<file path="src/rtl/reg_file24_pkg.sv">
// cpu24_pkg: constants and types shared by the 24-bit datapath blocks.
//   DATA_W / ADDR_W / NREGS   : operand width, register address width, register count
//   FLAG_Z / FLAG_V / FLAG_C  : bit positions inside the 3-bit flag register
//   word_t / reg_addr_t       : operand and register-address types
//   wr_commit()               : true when a write actually lands in storage
package cpu24_pkg;

    localparam int DATA_W = 24;
    localparam int ADDR_W = 4;
    localparam int NREGS  = 1 << ADDR_W;

    localparam int FLAG_Z = 2;
    localparam int FLAG_V = 1;
    localparam int FLAG_C = 0;

    typedef logic [DATA_W-1:0] word_t;
    typedef logic [ADDR_W-1:0] reg_addr_t;

    // R0 is hardwired to zero, so a write aimed at it never commits.
    function automatic logic wr_commit(input logic we, input reg_addr_t waddr);
        return we && (waddr != '0);
    endfunction

endpackage

</file>
<file path="src/rtl/reg_file24_if.sv">
// reg_file24_if: pipeline-side bus of the register file.
//   master : pipeline (drives read/write addresses, write data, flag inputs)
//   slave  : register file (drives read data, flags, write counter)
interface reg_file24_if;
    import cpu24_pkg::*;

    reg_addr_t   RAddrA;
    reg_addr_t   RAddrB;
    word_t       RDataA;
    word_t       RDataB;
    logic        WE;
    reg_addr_t   WAddr;
    word_t       WData;
    logic        FlagWE;
    logic        ZeroIn;
    logic        OverflowIn;
    logic        CarryIn;
    logic [2:0]  Flags;
    logic [7:0]  WriteCount;

    modport master (
        output RAddrA, RAddrB, WE, WAddr, WData, FlagWE, ZeroIn, OverflowIn, CarryIn,
        input  RDataA, RDataB, Flags, WriteCount
    );

    modport slave (
        input  RAddrA, RAddrB, WE, WAddr, WData, FlagWE, ZeroIn, OverflowIn, CarryIn,
        output RDataA, RDataB, Flags, WriteCount
    );

endinterface

</file>
<file path="src/rtl/reg_file24_rf_read_port.sv">
// rf_read_port: one combinational read port of the register file.
//   regs  : flattened storage array from the top
//   raddr : read address
//   we/waddr/wdata : current-cycle write, used for write-through bypass
//   rdata : operand out (R0 reads zero, bypassed write data wins over storage)
module rf_read_port
    import cpu24_pkg::*;
#(
    parameter int DW = DATA_W,
    parameter int NR = NREGS
) (
    input  logic [NR-1:0][DW-1:0] regs,
    input  reg_addr_t             raddr,
    input  logic                  we,
    input  reg_addr_t             waddr,
    input  logic [DW-1:0]         wdata,
    output logic [DW-1:0]         rdata
);

    always_comb begin
        rdata = '0;
        if (raddr == '0)
            rdata = '0;
        else if (wr_commit(we, waddr) && (waddr == raddr))
            rdata = wdata;      // value being written this cycle, not the stale one
        else
            rdata = regs[raddr];
    end

endmodule

</file>
<file path="src/rtl/reg_file24.sv">
// reg_file24: 16 x 24-bit register file with flag register, feeding the ALU.
//   Clock : rising-edge system clock
//   Reset : synchronous, active-high; clears registers, flags and WriteCount
//   bus   : reg_file24_if.slave
//           RAddrA/RAddrB -> RDataA/RDataB (combinational, with write bypass)
//           WE/WAddr/WData  (registered write, R0 ignored)
//           FlagWE/ZeroIn/OverflowIn/CarryIn -> Flags {Z,V,C}
//           WriteCount      (saturating count of committed writes)
module reg_file24
    import cpu24_pkg::*;
#(
    parameter int DATA_W = cpu24_pkg::DATA_W,
    parameter int ADDR_W = cpu24_pkg::ADDR_W,
    parameter int NREGS  = 1 << ADDR_W
) (
    input  logic         Clock,
    input  logic         Reset,
    reg_file24_if.slave  bus
);

    localparam int NPORTS = 2;

    logic [NREGS-1:0][DATA_W-1:0]  regs;
    logic [2:0]                    flags;
    logic [7:0]                    wcnt;
    logic                          commit;

    reg_addr_t [NPORTS-1:0]        raddr;
    logic [NPORTS-1:0][DATA_W-1:0] rdata;

    assign commit = wr_commit(bus.WE, bus.WAddr);

    // Storage, flags and counter. Reset overrides any write issued in the same cycle.
    always_ff @(posedge Clock) begin
        if (Reset) begin
            regs  <= '0;
            flags <= '0;
            wcnt  <= '0;
        end else begin
            if (commit)
                regs[bus.WAddr] <= bus.WData;
            if (bus.FlagWE) begin
                flags[FLAG_Z] <= bus.ZeroIn;
                flags[FLAG_V] <= bus.OverflowIn;
                flags[FLAG_C] <= bus.CarryIn;
            end
            if (commit && (wcnt != 8'hFF))
                wcnt <= wcnt + 8'd1;
        end
    end

    assign raddr = {bus.RAddrB, bus.RAddrA};

    for (genvar p = 0; p < NPORTS; p++) begin : g_rd
        rf_read_port #(.DW(DATA_W), .NR(NREGS)) u_rd (
            .regs  (regs),
            .raddr (raddr[p]),
            .we    (bus.WE),
            .waddr (bus.WAddr),
            .wdata (bus.WData),
            .rdata (rdata[p])
        );
    end

    assign bus.RDataA     = rdata[0];
    assign bus.RDataB     = rdata[1];
    assign bus.Flags      = flags;
    assign bus.WriteCount = wcnt;

endmodule

</file>
<file path="src/flat_wrapper.sv">
// flat-port wrapper written by rule: the top's interface ports become plain ports
module reg_file24_flat import cpu24_pkg::*;
#(
    parameter int DATA_W = cpu24_pkg::DATA_W,
    parameter int ADDR_W = cpu24_pkg::ADDR_W,
    parameter int NREGS  = 1 << ADDR_W
)
  (Clock, Reset, bus_RAddrA, bus_RAddrB, bus_WE, bus_WAddr, bus_WData, bus_FlagWE, bus_ZeroIn, bus_OverflowIn, bus_CarryIn, bus_RDataA, bus_RDataB, bus_Flags, bus_WriteCount);
  reg_file24_if bus_i ();
  input  logic Clock;
  input  logic Reset;
  input wire logic [$bits(bus_i.RAddrA)-1:0] bus_RAddrA;
  input wire logic [$bits(bus_i.RAddrB)-1:0] bus_RAddrB;
  input wire logic [$bits(bus_i.WE)-1:0] bus_WE;
  input wire logic [$bits(bus_i.WAddr)-1:0] bus_WAddr;
  input wire logic [$bits(bus_i.WData)-1:0] bus_WData;
  input wire logic [$bits(bus_i.FlagWE)-1:0] bus_FlagWE;
  input wire logic [$bits(bus_i.ZeroIn)-1:0] bus_ZeroIn;
  input wire logic [$bits(bus_i.OverflowIn)-1:0] bus_OverflowIn;
  input wire logic [$bits(bus_i.CarryIn)-1:0] bus_CarryIn;
  output wire logic [$bits(bus_i.RDataA)-1:0] bus_RDataA;
  output wire logic [$bits(bus_i.RDataB)-1:0] bus_RDataB;
  output wire logic [$bits(bus_i.Flags)-1:0] bus_Flags;
  output wire logic [$bits(bus_i.WriteCount)-1:0] bus_WriteCount;
  assign bus_i.RAddrA = bus_RAddrA;
  assign bus_i.RAddrB = bus_RAddrB;
  assign bus_i.WE = bus_WE;
  assign bus_i.WAddr = bus_WAddr;
  assign bus_i.WData = bus_WData;
  assign bus_i.FlagWE = bus_FlagWE;
  assign bus_i.ZeroIn = bus_ZeroIn;
  assign bus_i.OverflowIn = bus_OverflowIn;
  assign bus_i.CarryIn = bus_CarryIn;
  assign bus_RDataA = bus_i.RDataA;
  assign bus_RDataB = bus_i.RDataB;
  assign bus_Flags = bus_i.Flags;
  assign bus_WriteCount = bus_i.WriteCount;
  reg_file24 #(.DATA_W(DATA_W), .ADDR_W(ADDR_W), .NREGS(NREGS)) u_core (.Clock(Clock), .Reset(Reset), .bus(bus_i));
endmodule
</file>
<file path="config.mk">
export PLATFORM = sky130hd
export DESIGN_NAME = reg_file24_flat
export DESIGN_NICKNAME = d
export VERILOG_FILES = /design/src/rtl/reg_file24_pkg.sv /design/src/rtl/reg_file24_if.sv /design/src/rtl/reg_file24_rf_read_port.sv /design/src/rtl/reg_file24.sv /design/src/flat_wrapper.sv
export SDC_FILE = /design/constraint.sdc
export NUM_CORES = 1
export LEC_CHECK = 0
export CAP_MARGIN = 20
export CORE_MARGIN = 3
export CORE_UTILIZATION = 42
export DETAILED_ROUTE_END_ITERATION = 8
export GPL_TIMING_DRIVEN = 1
export PLACE_DENSITY = 0.66
export SKIP_CTS_REPAIR_TIMING = 1
export SYNTH_ARGS = -nofsm -noshare
export SYNTH_HDL_FRONTEND = slang
export SYNTH_SLANG_ARGS = --single-unit
</file>
<file path="constraint.sdc">
create_clock -name Clock -period 3.85 [get_ports Clock]
set_clock_uncertainty 0.1 [all_clocks]
set_input_delay 0.5775 -clock Clock [delete_from_list [all_inputs] [get_ports Clock]]
set_output_delay 0.5775 -clock Clock [all_outputs]
set_load 0.005 [all_outputs]
</file>
-- Word level (Yosys, flattened, before mapping)
Index checks and enable logic that the tools add are counted.
- word-level logic and storage cells: 45
- register bits: 395
- input port bits: 43
- mux-type cells: 11
- magnitude comparators: 4
- reductions and logical operators: 8
- $add $sub $neg: 1
- eq/ne operators: 3
- operator list (kind ; number):
    384-bit bitwise mux ; 1
    24-bit binary-select mux with 4-bit select ; 2
    24-bit two-way mux ; 7
    24-bit demux with 4-bit select ; 1
    4-bit by 5-bit < comparator with 1-bit output (second input constant) ; 3
    8-bit by 1-bit adder with 8-bit output (second input constant) ; 1
    4-bit equality test ; 2
    4-bit logical NOT ; 2
    8-bit != test (second input constant) ; 1
    1-bit logical AND ; 5
    4-bit by 1-bit greater-or-equal comparator with 1-bit output (second input constant) ; 1
    4-bit nonzero test ; 1

-- Depth between registers and ports, before layout
Gate-level depths: netlist of run 1.
- depth in word-level cells: 5
- depth in mapped cells: 8
- gate-level depth less buffers: 5

-- By module
Synthesis of run 1 repeated with hierarchy kept, for this count alone.
- cells, all modules: 2499
- area, all modules: 21632.0 µm²
- modules (own cells, without submodules) (module ; area each (µm²) ; times used ; cells each ; seq. area each (µm²)):
    reg_file24 ; 14840.5 ; 1 ; 1789 ; 7907.6
    rf_read_port ; 3395.8 ; 2 ; 355 ; 0.0

-- Worst setup path before layout of run 1
OpenSTA, ideal clock, no wires.
- path type: input to output
- start: input port bus_RAddrA[0]
- end: output port bus_RDataA[10]
- stages: 5
- slack: 1.347 ns
- arrival time: 1.826 ns
- required time: 3.172 ns
- cells stage by stage: buf_6 buf_2 mux4_2 a211oi_1 a31oi_1
- cells in the longest elaborated chain, start to end: 4
- elaborated cells on any way between the ends: 7
- ends and longest elaborated chain (item ; RTL line ; source):
    from (decl) ; flat_wrapper.sv:12 ; input wire logic [$bits(bus_i.RAddrA)-1:0] bus_RAddrA;
    24-bit binary-select mux with 4-bit select / 4-bit equality test (equally long branches) ; reg_file24_rf_read_port.sv:27, reg_file24_rf_read_port.sv:24 ;
    24-bit two-way mux (implied by the code) / 1-bit logical AND (equally long branches) ; reg_file24_rf_read_port.sv:27, reg_file24_rf_read_port.sv:24 ;
    24-bit two-way mux ; reg_file24_rf_read_port.sv:24 ; else if (wr_commit(we, waddr) && (waddr == raddr))
    24-bit two-way mux * ; reg_file24_rf_read_port.sv:22 ; if (raddr == '0)
    to (decl) ; flat_wrapper.sv:21 ; output wire logic [$bits(bus_i.RDataA)-1:0] bus_RDataA;
Mark *: on every way between the ends. The rest lies on a longest branch, timed or not. The select of a mux whose other input is x is not followed.

-- Worst setup path after layout of run 1
- start: input port bus_RAddrA[3]
- end: output port bus_RDataA[9]
Same word-level chain as after synthesis.

==> flow_metrics.tcl, run 1 <==
set metrics [dict create \
    post-route-period-util_pct 100 \
    overflow 0 \
    top_layer "met5" \
    fill_cells 4355 \
    maxCapViolCount 0 \
    cts_root_buffer "clkbuf_16" \
    wl_met2_um 32800 \
    synthArstFlopShare_pct 0 \
    power.density_nw_per_um2 394 \
    clock_path_buffers 3 \
    synth-seq-area-share_pct 38.6 \
    final_common_cell "nand2_1" \
    syn-num-nets 2493 \
    slew_headroom_pct 38.2 \
    synth_area_um2 20500 \
    gp_congestion 1.08 \
    layout_setup_ws_ns -0.00656 \
    cp.arrival_ns 3.18 \
    vdd_drop_max_uv 277 \
    grt_max_degree 137 \
    synth_warnings 0 \
    initial_core_util_pct 42.8 \
    switching_share_pct 25.1 \
    regArea_um2 7910 \
    fin_nets 2521 \
    route.vias.total 19700 \
    chipWidth_um 227 \
    post-route-drc-count 0 \
    grt_pass1_vias 18400 \
    clk_latency_ns 0.57 \
    place_hpwl_um 52400 \
    syn_inst 2449 \
    avgViaCountPerCell 6.32 \
    antenna_left 0 \
    end_kind "output pin" \
    failed_checks "setup timing" \
    cts_buffers 43 \
    finalSetupViolCount 1 \
    cp-start-kind "primary input" \
    worstPathRequired_ns 3.17 \
    grt_pass1_wl_um 116000 \
    synthFlopType "dfxtp_1" \
    place_inst 3046 \
    cts_tree "built" \
    dieArea_um2 51500 \
    drive_gt1_share_pct 13.7 \
    final_cell_mix "nand2_1 (735), dfxtp_1 (395), a21oi_1 (365)" \
    ys_types 43 \
    wl_per_cell_um 24.7 \
    first_iter_violations 3017 \
    syn_to_final_growth_pct 16.6 \
    synth_area_per_cell_um2 8.37 \
    synth_edf_count 0 \
    dr_wl_met3_um 9710 \
    slew_violations 0 \
    ys_ff_latch 395 \
    die_h_um 227 \
    core_area_um2 47900 \
    grt_use_total_pct 29.3 \
    firstDrtPassIters 6 \
    tightest_slew_ns 0.926 \
    multi_input_area_um2 11400 \
    p_seq_share_pct 44.4 \
    crit_type "in2out" \
    internal_power_w 0.00705 \
    antenna_found_initial 1 \
    status "finished, violations left" \
    drt-total-wl_um 77200 \
    h-tree-depth 2 \
    clkPwrFrac_pct 45.5 \
    placementRows 80 \
    fmax_ghz 0.259 \
    ios 102 \
    period_minus_slack_ns 3.86 \
    dp_slack_ns -0.00867 \
    stdcell_count 3123 \
    port_buffers 101 \
    crit_path_max_fanout 21 \
    hp-class "reg2reg" \
    wl_met1_um 31800 \
    p_leak_nw 8.01 \
    switchingPower_w 0.00236 \
    comb_power_share_pct 10.1 \
    antenna_cells 0 \
    clk_pin_slew_ns 0.06 \
    cts_sinks 395 \
    finalHoldViolCount 0 \
]
-- worst max-delay path, stage by stage --
cell and delay, ns:
clkdlybuf4s50_1 0.66, buf_4 0.32, xnor2_1 0.16, nand4_2 0.11
or2_1 0.28, buf_12 0.18, a31oi_1 0.29, clkdlybuf4s50_1 0.58
-- power groups by stage --
stage / clock network [W] / registers, W / logic, W
after floorplan: 0 / 0.00426 / 0.000558
after global routing: 0.00448 / 0.00418 / 0.000991
after detailed placement: 0 / 0.00427 / 0.000921
after global placement: 0 / 0.00426 / 0.000915
after CTS: 0.00431 / 0.00418 / 0.000924
final: 0.00429 / 0.00418 / 0.000949
-- final timing paths --
check | from | end | slack [ns] | depth (start not counted)
min reg2reg | u_core.regs[310] | u_core.regs[310] | 0.37 | 2
max reg2reg | u_core.bus.WriteCount[2] | u_core.bus.WriteCount[5] | 2.23 | 4
min | u_core.regs[310] | u_core.regs[310] | 0.37 | 2
max | bus_RAddrA[3] | bus_RDataA[9] | -0.007 | 8
-- metrics by stage --
| stage | area [µm²] | power (W) | util, % | hold WS (ns) | setup TNS (ns) |
|---|---|---|---|---|---|
| 5_1_grt | 23900 | 0.00965 | 49.8 | 0.389 | -0.00762 |
| 6_report | 23900 | 0.00941 | 49.8 | 0.367 | -0.00656 |
| 4_1_cts | 23800 | 0.00942 | 49.7 | 0.367 | -0.0520 |
| 3_3_place_gp | 22400 | 0.00518 | 46.7 | 0.349 | -0.0506 |
| 3_5_place_dp | 22400 | 0.00519 | 46.7 | 0.359 | -0.00867 |
| 2_1_floorplan | 20500 | 0.00481 | - | 0.343 | 0 |
-- cell type report --
type	count	area share, %
Clock buffer	65	5.36
Clock inverter	11	0.675
Inverter	3	0.0471
Multi-Input combinational cell	1787	47.8
Sequential cell	395	33.1
Tap cell	615	3.22
Timing Repair Buffer	247	9.79
-- cell usage after synthesis (2+ instances only) --
cell	count	area (µm²)
mux2i_1	197	1970
and3_1	2	12.5
o22ai_1	96	601
a21oi_1	365	1830
a31oi_1	46	288
buf_1	3	11.3
buf_2	97	485
xnor2_1	11	96.3
nand2b_1	2	12.5
mux4_2	96	2160
and3b_1	2	17.5
nor3_2	3	30.0
nor2b_1	28	175
buf_6	12	135
nand3b_1	4	30.0
nand2_1	735	2760
or3b_1	4	35.0
inv_1	3	11.3
nor2_1	18	67.6
buf_4	14	105
mux2_2	2	22.5
or2_1	5	31.3
or3_1	3	18.8
o31ai_1	49	368
dfxtp_1	395	7910
or4_1	2	15.0
nand3_1	53	265
nor2_4	3	33.8
a211oi_1	48	360
clkbuf_1	138	518
-- layer usage --
layer	GRT usage, %	vias to the layer above
li1	-	8666
met2	42.9	1275
met1	41.9	9543
met3	7.76	240
met4	10.5	2
met5	0	-
-- logic make-up after synthesis --
group                      count (synthesis)  synth area share, %
AOI/OAI and AO/OA                        610                 17.1
adders and majority gates                  1               0.0610
xor gates and xnor gates                  11                0.470
buffers and inverters                    267                 6.18
and+or+nand+nor                          870                 17.3
DFF                                      395                 38.6
muxes                                    295                 20.3
-- state kept, by name (all words and copies together), names as in the netlist --
signal                 cells
u_core.regs              384
u_core.bus.WriteCount      8
u_core.bus.Flags           3
(Power assumes the default switching activity.)
==> run 2, diff against run 1 <==
--- a/config.mk
+++ b/config.mk
@@ -6,7 +6,7 @@
 export NUM_CORES = 1
 export LEC_CHECK = 0
 export CAP_MARGIN = 20
-export CORE_MARGIN = 3
+export CORE_MARGIN = 2
 export CORE_UTILIZATION = 42
 export DETAILED_ROUTE_END_ITERATION = 8
 export GPL_TIMING_DRIVEN = 1
==> run 2 against run 1 <==
  * The run still ends with setup timing left
  * Worst setup slack got worse by 0.013 ns
  * Non-clock buffer count is 7 lower
  * Cell count down 0.35%
  * Clock-buffer cell count is 4 lower
  * Global-route usage down 0.48 points
  * First-iteration DRC count shrank 12%
  * Sequential power is essentially flat
  * Combinational power down 1%
  * Critical path depth stayed put
  * Total power is 2.7% lower
  * Critical endpoint is now bus_RDataB[11]
  * Largest cell class unchanged
  * Largest power group is now sequential cells
==> flow_metrics.tcl, run 2 (synthesized netlist as in run 1, its figures left out) <==
set metrics [dict create \
    status "finished, violations left" \
    failed_checks "setup timing" \
    overflow 0 \
    switchingPower_w 0.00232 \
    crit_type "in2out" \
    placementRows 80 \
    slew_headroom_pct 48.7 \
    stdcell_count 3112 \
    dieArea_um2 50600 \
    dpl_cell_area_um2 22300 \
    grt_pass1_vias 18300 \
    period_minus_slack_ns 3.87 \
    gp_congestion 0.976 \
    antenna_found_initial 2 \
    largest_reg_flops 384 \
    rsz0062_at_grt "false" \
    antenna_left 0 \
    slowest_stage "clkdlybuf4s50_1" \
    r2r-start "u_core.bus.WriteCount[2]" \
    slew_violations 0 \
    power.density_nw_per_um2 387 \
    cp-start-kind "primary input" \
    cts_root_buffer "clkbuf_16" \
    comb_power_share_pct 10.2 \
    slowest_delay_ns 0.55 \
    antenna_cells 0 \
    firstDrtPassIters 6 \
    avgViaCountPerCell 6.24 \
    drive_gt1_share_pct 13.2 \
    vdd_drop_max_uv 197 \
    grt_use_total_pct 28.9 \
    setup.worst_path.start "bus_RAddrB[3]" \
    worstPathRequired_ns 3.17 \
    route.vias.total 19400 \
    drt-total-wl_um 74700 \
    fill_cells 4374 \
    cp.arrival_ns 3.19 \
    fin_area_um2 23700 \
    place_inst 3040 \
    cts_tree "built" \
    internal_power_w 0.00683 \
    post-route-period-util_pct 101 \
    reg2reg_depth 4 \
    syn_to_final_growth_pct 15.5 \
    maxCapViolCount 0 \
    cts_buffers 42 \
    p_leak_nw 7.92 \
    tightest_slew_ns 0.770 \
    final_cell_mix "nand2_1 (735), dfxtp_1 (395), a21oi_1 (365)" \
    place_hpwl_um 50300 \
    fmax_ghz 0.258 \
    worstPathCellList "clkdlybuf4s50_1, buf_12, or3_1, buf_4, o22ai_1, a211oi_1, a31oi_1, clkdlybuf4s50_1" \
    clock_path_buffers 3 \
    h-tree-depth 2 \
    top_register "u_core.regs" \
    fin_nets 2513 \
    layout_setup_ws_ns -0.0199 \
    crit_path_end "bus_RDataB[11]" \
    switching_share_pct 25.4 \
    end_kind "output pin" \
    grt_pass1_wl_um 112000 \
    dp_slack_ns 0.0205 \
    crit_top_cell "clkdlybuf4s50_1" \
    hp-class "reg2reg" \
    ff2ff_setup_slack_ns 2.22 \
    hp-start "u_core.regs[347]" \
    initial_core_util_pct 42.8 \
    core_area_um2 47900 \
    die_h_um 225 \
    clk_pin_slew_ns 0.05 \
    final_common_cell "nand2_1" \
    chipWidth_um 225 \
    port_buffers 101 \
    clkPwrFrac_pct 44.1 \
    finalHoldViolCount 0 \
    p_seq_share_pct 45.6 \
    cts_sinks 395 \
    wl_per_cell_um 24.0 \
    finalSetupViolCount 1 \
    ios 102 \
    clk_latency_ns 0.56 \
    first_iter_violations 2651 \
    r2r_end "u_core.bus.WriteCount[5]" \
    crit_path_max_fanout 11 \
    grt_max_degree 114 \
    post-route-drc-count 0 \
]
## run 2: cell count changes in the layout (fill, tap and decap cells not counted), moves of 3 or more
cell | before | now
a31oi_1 | 40 | 44
a31oi_2 | 6 | 2
buf_12 | 19 | 16
buf_4 | 129 | 122
buf_6 | 2 | 5
clkbuf_8 | 8 | 5
## run 2: worst min-delay path by stage
stage	to	slack (ns)	cells past startpoint
finish	u_core.regs[347]	0.36	2
detailed placement	u_core.regs[347]	0.36	2
global route	u_core.regs[139]	0.38	2
global placement	u_core.regs[218]	0.35	2
floorplan	u_core.regs[288]	0.34	2
CTS	u_core.regs[347]	0.36	2
## run 2: per-stage QoR
stage	setup TNS (ns)	hold WS [ns]	util (%)	power (W)
after global placement	0	0.348	46.6	0.00516
after floorplan	0	0.343	-	0.00481
after CTS	0	0.364	49.3	0.00915
after global routing	0	0.382	49.4	0.00935
after detailed placement	0	0.357	46.6	0.00518
final	-0.0199	0.363	49.4	0.00916
## run 2: power by group through the flow
stage	clock network (W)	logic [W]	registers [W]
6_report	0.00404	0.000938	0.00418
5_1_grt	0.00419	0.000978	0.00418
4_1_cts	0.00406	0.000913	0.00418
3_5_place_dp	0	0.000910	0.00427
3_3_place_gp	0	0.000900	0.00426
2_1_floorplan	0	0.000558	0.00426
## run 2: final cells by class
| type | count | area (µm²) | area share, % |
|---|---|---|---|
| Clock inverter | 11 | 136 | 0.576 |
| Multi-Input combinational cell | 1787 | 11400 | 48.2 |
| Clock buffer | 61 | 1190 | 5.04 |
| Tap cell | 615 | 769 | 3.25 |
| Timing Repair Buffer | 240 | 2260 | 9.53 |
| Sequential cell | 395 | 7910 | 33.4 |
| Inverter | 3 | 11.3 | 0.0475 |
## run 2: layer usage
metal  vias up  track usage, %  part of all wire, %
met5         -               0                0.037
met4         4            9.42                  3.4
met3       171            7.74                   12
met2      1126            44.2                   44
met1      9459            39.6                   41
li1       8656               -                    -
## run 2: worst max-delay path: cells and delay by family
family                 cells  cell delay [ns]
buffers and inverters      4             1.40
and+or+nand+nor            1             0.39
AOI/OAI and AO/OA          3             0.81
